==> config.mk <==
export PLATFORM = sky130hd
export DESIGN_NAME = id_imm_ctrl
export DESIGN_NICKNAME = d
export VERILOG_FILES = /design/src/rtl/id_imm_ctrl.sv
export SDC_FILE = /design/constraint.sdc
export NUM_CORES = 1
export LEC_CHECK = 0
export CAP_MARGIN = 20
export CORE_AREA = 3 3 92 94
export CTS_CLUSTER_DIAMETER = 60
export DETAILED_ROUTE_END_ITERATION = 8
export DIE_AREA = 0 0 95 97
export GPL_ROUTABILITY_DRIVEN = 0
export PLACE_DENSITY = 0.83
export SLEW_MARGIN = 20
export SYNTH_ARGS = -nofsm -noshare
export SYNTH_HDL_FRONTEND = slang
export SYNTH_SLANG_ARGS = --single-unit
==> constraint.sdc <==
create_clock -name clock_in -period 4.4 [get_ports clock_in]
set_input_delay 0.88 -clock clock_in [delete_from_list [all_inputs] [get_ports clock_in]]
set_output_delay 0.88 -clock clock_in [all_outputs]
set_load 0.02 [all_outputs]
==> src/rtl/id_imm_ctrl.sv <==
// Decode-stage holding buffer with immediate-type pre-decode.
// Holds up to two fetched instructions in order. The immediate type is
// decoded once, when a word is accepted, and then travels with the word.
// An issued-instruction counter tracks every handshake toward execute.

module id_imm_ctrl #(
   parameter int CNT_WIDTH = 16
) (
   input  logic                 clock_in,
   input  logic                 reset_in,
   input  logic                 flush_in,
   input  logic                 if_valid_in,
   input  logic [31:0]          if_ins_in,
   output logic                 if_ready_out,
   input  logic                 ex_ready_in,
   output logic                 ex_valid_out,
   output logic [31:0]          ins_out,
   output logic [2:0]           imm_gen_unit_type_out,
   output logic                 illegal_out,
   output logic [CNT_WIDTH-1:0] issue_count_out
);

   typedef enum logic [1:0] {
      EMPTY = 2'd0,
      ONE   = 2'd1,
      TWO   = 2'd2
   } state_t;

   localparam logic [31:0] NOP_INS = 32'h0000_0013;
   localparam logic [2:0]  TYPE_I    = 3'b000;
   localparam logic [2:0]  TYPE_S    = 3'b001;
   localparam logic [2:0]  TYPE_B    = 3'b010;
   localparam logic [2:0]  TYPE_U    = 3'b011;
   localparam logic [2:0]  TYPE_J    = 3'b100;
   localparam logic [2:0]  TYPE_NONE = 3'b111;

   state_t               state_q, state_d;
   logic [31:0]          headIns_q, headIns_d;
   logic [2:0]           headType_q, headType_d;
   logic                 headIll_q, headIll_d;
   logic [31:0]          tailIns_q, tailIns_d;
   logic [2:0]           tailType_q, tailType_d;
   logic                 tailIll_q, tailIll_d;
   logic [CNT_WIDTH-1:0] count_q, count_d;

   logic       accept;
   logic       issue;
   logic [2:0] newType;
   logic       newIll;

   // Opcode to immediate-type lookup; unknown opcodes are flagged illegal
   // but otherwise flow through the buffer like any other word.
   always_comb begin
      newType = TYPE_NONE;
      newIll  = 1'b0;
      unique case (if_ins_in[6:0])
         7'b0010011, 7'b0000011, 7'b1100111,
         7'b0001111, 7'b1110011: newType = TYPE_I;
         7'b0100011:             newType = TYPE_S;
         7'b1100011:             newType = TYPE_B;
         7'b0110111, 7'b0010111: newType = TYPE_U;
         7'b1101111:             newType = TYPE_J;
         7'b0110011:             newType = TYPE_NONE;
         default: begin
            newType = TYPE_NONE;
            newIll  = 1'b1;
         end
      endcase
   end

   // Handshakes depend only on registered state, so ex_ready_in never
   // reaches if_ready_out combinationally. Empty buffer shows a NOP.
   assign if_ready_out          = (state_q != TWO);
   assign ex_valid_out          = (state_q != EMPTY);
   assign ins_out               = ex_valid_out ? headIns_q  : NOP_INS;
   assign imm_gen_unit_type_out = ex_valid_out ? headType_q : TYPE_NONE;
   assign illegal_out           = ex_valid_out & headIll_q;
   assign issue_count_out       = count_q;
   assign accept                = if_valid_in & if_ready_out;
   assign issue                 = ex_valid_out & ex_ready_in;

   // Next-state logic: flush empties the buffer and drops any accept, but a
   // same-cycle issue has already happened downstream and is still counted.
   always_comb begin
      state_d    = state_q;
      headIns_d  = headIns_q;
      headType_d = headType_q;
      headIll_d  = headIll_q;
      tailIns_d  = tailIns_q;
      tailType_d = tailType_q;
      tailIll_d  = tailIll_q;
      count_d    = count_q + CNT_WIDTH'(issue);
      if (flush_in) begin
         state_d = EMPTY;
      end else begin
         unique case (state_q)
            EMPTY: begin
               if (accept) begin
                  state_d    = ONE;
                  headIns_d  = if_ins_in;
                  headType_d = newType;
                  headIll_d  = newIll;
               end
            end
            ONE: begin
               if (accept && issue) begin
                  headIns_d  = if_ins_in;
                  headType_d = newType;
                  headIll_d  = newIll;
               end else if (accept) begin
                  state_d    = TWO;
                  tailIns_d  = if_ins_in;
                  tailType_d = newType;
                  tailIll_d  = newIll;
               end else if (issue) begin
                  state_d = EMPTY;
               end
            end
            TWO: begin
               if (issue) begin
                  state_d    = ONE;
                  headIns_d  = tailIns_q;
                  headType_d = tailType_q;
                  headIll_d  = tailIll_q;
               end
            end
            default: state_d = EMPTY;
         endcase
      end
   end

   // State register with synchronous reset taking priority over everything.
   always_ff @(posedge clock_in) begin
      if (reset_in) begin
         state_q    <= EMPTY;
         headIns_q  <= NOP_INS;
         headType_q <= TYPE_NONE;
         headIll_q  <= 1'b0;
         tailIns_q  <= NOP_INS;
         tailType_q <= TYPE_NONE;
         tailIll_q  <= 1'b0;
         count_q    <= '0;
      end else begin
         state_q    <= state_d;
         headIns_q  <= headIns_d;
         headType_q <= headType_d;
         headIll_q  <= headIll_d;
         tailIns_q  <= tailIns_d;
         tailType_q <= tailType_d;
         tailIll_q  <= tailIll_d;
         count_q    <= count_d;
      end
   end

endmodule
## Word level (Yosys, flattened, before mapping)

Index checks and enable logic that the tools add are counted.
Widths: inputs -> output; s select.

- Add/subtract/negate cells: 1
- Equality and inequality tests: 19
- Mux-type cells: 22
- Bitwise gates (word level): 5
- Reduce and logical (&&, ||, !) cells: 11

Operators with widths:

| operator | number |
|---|---|
| $mux 32 | 4 |
| $pmux 32 s3 | 1 |
| $eq 7x7->1 const B | 4 |
| $eq 7x6->1 const B | 3 |
| $add 16x1->16 | 1 |
| $pmux 3 s5 | 1 |
| $eq 7x5->1 const B | 2 |
| $mux 3 | 4 |
| $reduce_or 11->1 | 1 |
| $mux 2 | 5 |
| $ne 2x2->1 const B | 5 |
| $pmux 3 s3 | 1 |
| $reduce_and 4->1 | 2 |
| $eq 7x2->1 const B | 1 |
| $eq 7x4->1 const B | 1 |
| $pmux 2 s3 | 1 |
| $reduce_and 5->1 | 1 |
| $reduce_or 5->1 | 1 |
| $mux 1 | 4 |
| $reduce_or 2->1 | 2 |
| $and 1x1->1 | 3 |
| $ne 3x3->1 const B | 1 |
| $pmux 1 s3 | 1 |
| $reduce_bool 3->1 | 1 |
| 6 further kinds | 7 |

- Register bits: 90
- Bits of input ports: 37
- Output and inout port bits: 54
- Word-level logic and storage cells: 66

## Depth between registers and ports, before layout

- Word-level depth: 6
- Mapped depth: 10
- Mapped depth without buffers: 8

## Least setup slack after synthesis

Ideal clock, no wire load.

- Path kind: input to register
- Start: in ex_ready_in
- End: reg count_q[15], in the netlist issue_count_out[15]
- Library setup time: 0.070 ns
- Arrival: 2.144 ns
- Slack: 2.186 ns
- Stages: 7
- Path through: nor2b_1 > ha_1 > and3_1 > clkbuf_1 > nand4_1 > or3_1 > a21oi_1

- Longest elaborated chain between the ends: 2

RTL lines:

| item | RTL line | text |
|---|---|---|
| start: declaration | 15 | `input logic ex_ready_in,` |
| $and 1x1->1 | 80 | `assign issue = ex_valid_out & ex_ready_in;` |
| $add 16x1->16 | 92 | `count_d = count_q + CNT_WIDTH'(issue);` |
| end signal: assignment | 151 | `count_q <= count_d;` |
| end: declaration | 44 | `logic [CNT_WIDTH-1:0] count_q, count_d;` |

No other way between the ends.
A chain may end at the register's enable or synchronous reset.

## Final worst setup path

- Start: reg state_q[1]
- End: out ins_out[2]

- Longest elaborated chain between the ends: 2

RTL lines:

| item | RTL line | text |
|---|---|---|
| start: declaration | 37 | `state_t state_q, state_d;` |
| start signal: assignment | 144 | `state_q <= state_d;` |
| $reduce_bool 2->1 | 74 | `assign ex_valid_out = (state_q != EMPTY);` |
| $mux 32 | 75 | `assign ins_out = ex_valid_out ? headIns_q : NOP_INS;` |
| end: declaration | 17 | `output logic [31:0] ins_out,` |

No other way between the ends.

==> results.toml <==
[clock_tree]
h-tree-depth = 3
clk_pin_slew_ns = 0.09
clock_path_buffers = 2
root_buffer = "clkbuf_8"
clock-sinks = 90
post_cts_buffers = 0
ctsResizeCount = 0
numCtsBuffers = 9
insertion_delay_ns = 0.35
tritoncts = "yes"
postCtsHoldBufs = 0

[yosys]
synth-xor-area-share_pct = 2.549
synthFlopType = "dfxtp_1"
synthMuxAreaShare_pct = 7.767
syn_inst = 478
synth-adder-area-share_pct = 0.6068
synth_top_family_by_area = "simple AND/OR/NAND/NOR gates"
yosysWarnings = 0
synth_compound_area_share_pct = 15.78
synth.ff_latch_count = 90
async_flop_share_pct = 0
yosysTopAreaCellShare_pct = 43.69
synth_edf_count = 0
synth.area.top_cells = "dfxtp_1, mux2i_1, nand2_1"
synth_nets = 517
syn_area_per_cell_sq_um = 8.628
ys_types = 44
ys_seq_area_share_pct = 43.69
syn_area_sq_um = 4124
yosysTopAreaCell = "dfxtp_1"
synth-simple-area-share_pct = 24.58

[setup_path]
path_max_fanout = 29
worstSetupEndpointType = "output pin"
r2r-start = "state_q[1]"
r2r_setup_slack_ns = 2.14
r2r-end = "headIns_q[6]"
required_ns = 3.52
setup.worst_path.class = "reg -> out"
worstPathArrival_ns = 2.12
startpoint_type = "flip-flop"
reg2reg_depth = 6

[die]
die_w_um = 95
start_util_pct = 53.37
fp.dieH_um = 97
dieArea_sq_um = 9215
row_count = 32
fp.coreArea_sq_um = 7727
pin_count = 91

[place]
port_buffers = 90
dp.final_hpwl_um = 6247
place_inst = 637

[pwr]
ir_drop_v = 0.0001829
power_leakage_nw = 2.013
power_w = 0.001610
p_per_area_nw_per_um2 = 308.7

[detailed_routing]
drc = 0
vias = 3493
antenna_left = 0
viasPerCell = 5.349
drt_first_pass_iters = 5
drtIter0Drc = 183
drt-wirelength-per-cell_um = 14.26
drt_wl_total_um = 9310

[global_routing]
busiest_layer = "met2"
grt_max_degree = 53
met2_usage_pct = 35.20
track_usage_pct = 20.78
grt_util_met3_pct = 5.677
grt_pass1_wl_um = 15440
grt_remaining_overflow = 0
antenna_found_initial = 0
met1_usage_pct = 25.23
first_global_vias = 3378

[sta]
fin_crit_ns = 3.005
slew_headroom_pct = 34.22
hold_violations = 0
finalSetupViolCount = 0
fmax_ghz = 0.3328
slew_viol_final = 0
tightest_slew_ns = 0.9866
period_share_pct = 68.29
fin_skew_ns = 0.007591
rsz0062_at_grt = "no"
finalSetupTns_ns = 0

[run_status]
status = "complete, no violations"

[cells_and_area]
final_cell_mix = "dfxtp_1, clkdlybuf4s50_1, nand2_1"
area_growth_pct = 26.46
fin_util_pct = 67.49
n_antenna_cell = 0
layout-drive-gt1-share_pct = 8.530
final-instance-count-excl-fill = 653
final_common_cell = "dfxtp_1"
fin_nets = 585
final.fill_count = 652

[worst_hold_path]
holdPathEnd = "tailIns_q[20]"
whs_path_depth = 2
hp-start = "tailIns_q[20]"
hold_path.class = "reg -> reg"

[job]
maxCapViolCount = 0
## cell families after synthesis
kind of cell,Yosys count
compound gates,92
xor+xnor,12
fa+ha+maj,2
buf+inv,42
flops,90
mux,32
simple gates,208
## power breakdown
group | leakage [nW] | switching [W] | internal (W)
logic | 1.19 | 0.000100 | 0.0000892
clock network | 0.0945 | 0.000287 | 0.000278
registers | 0.733 | 0.0000133 | 0.000841
total | 2.01 | 0.000401 | 0.00121
## synth_stat cells (all sizes together), types with 2 or more instances
| cell | n |
|---|---|
| a211o | 3 |
| a211oi | 31 |
| a21oi | 41 |
| and3 | 6 |
| buf | 18 |
| clkbuf | 22 |
| dfxtp | 90 |
| ha | 2 |
| inv | 2 |
| mux2i | 32 |
| nand2 | 71 |
| nand2b | 6 |
| nand3 | 5 |
| nand3b | 5 |
| nand4 | 2 |
| nor2 | 52 |
| nor2b | 36 |
| nor3 | 4 |
| nor3b | 2 |
| nor4 | 5 |
| o21ai | 5 |
| o21bai | 3 |
| o32ai | 3 |
| or2 | 6 |
| or3 | 3 |
| xnor2 | 5 |
| xor2 | 7 |
## metrics by stage
step | worst slack [ns] | hold slack, ns | area, sq um
6_report | 1.395 | 0.4554 | 5215
5_1_grt | 1.198 | 0.4785 | 5215
4_1_cts | 1.367 | 0.4574 | 5215
3_5_place_dp | 1.032 | 0.4456 | 5011
3_3_place_gp | 1.207 | 0.4403 | 5011
2_1_floorplan | 2.186 | 0.4275 | 4124
## area by class of cell
type,count,area [sq um],area share [%]
Clock inverter,6,66.31,1.272
Tap cell,102,127.6,2.447
Inverter,2,7.507,0.1440
Timing Repair Buffer,97,948.4,18.19
Multi-Input combinational cell,346,2126,40.76
Sequential cell,90,1802,34.55
Clock buffer,10,137.6,2.639
## how the worst max path moves through the flow
| stage | start | endpoint | cells past startpoint |
|---|---|---|---|
| floorplan | ex_ready_in | issue_count_out[15] | 7 |
| finish | state_q[1] | ins_out[2] | 4 |
| CTS | state_q[1] | ins_out[3] | 4 |
| detailed placement | ex_ready_in | headIns_q[6] | 7 |
| global route | ex_ready_in | headIns_q[6] | 7 |
| global placement | ex_ready_in | headIns_q[3] | 7 |
## registers in the layout, indices dropped and copies added, names as in the netlist
name / count
headIns_q: 32
tailIns_q: 32
issue_count_out: 16
headType_q: 3
tailType_q: 3
state_q: 2
headIll_q: 1
tailIll_q: 1
## routing by layer
layer	up-vias	wire [um]
met5	-	0
met4	0	113
met3	10	490
met2	86	4624
met1	1630	4081
li1	1767	-
## critical path, stage by stage, from the launching register on
cell             delay [ns]
dfxtp_1                0.38
nor2_2                 0.32
buf_4                  0.39
nor2b_1                0.11
clkdlybuf4s50_1        0.56
Note: power is estimated with default switching activity, not from simulation.
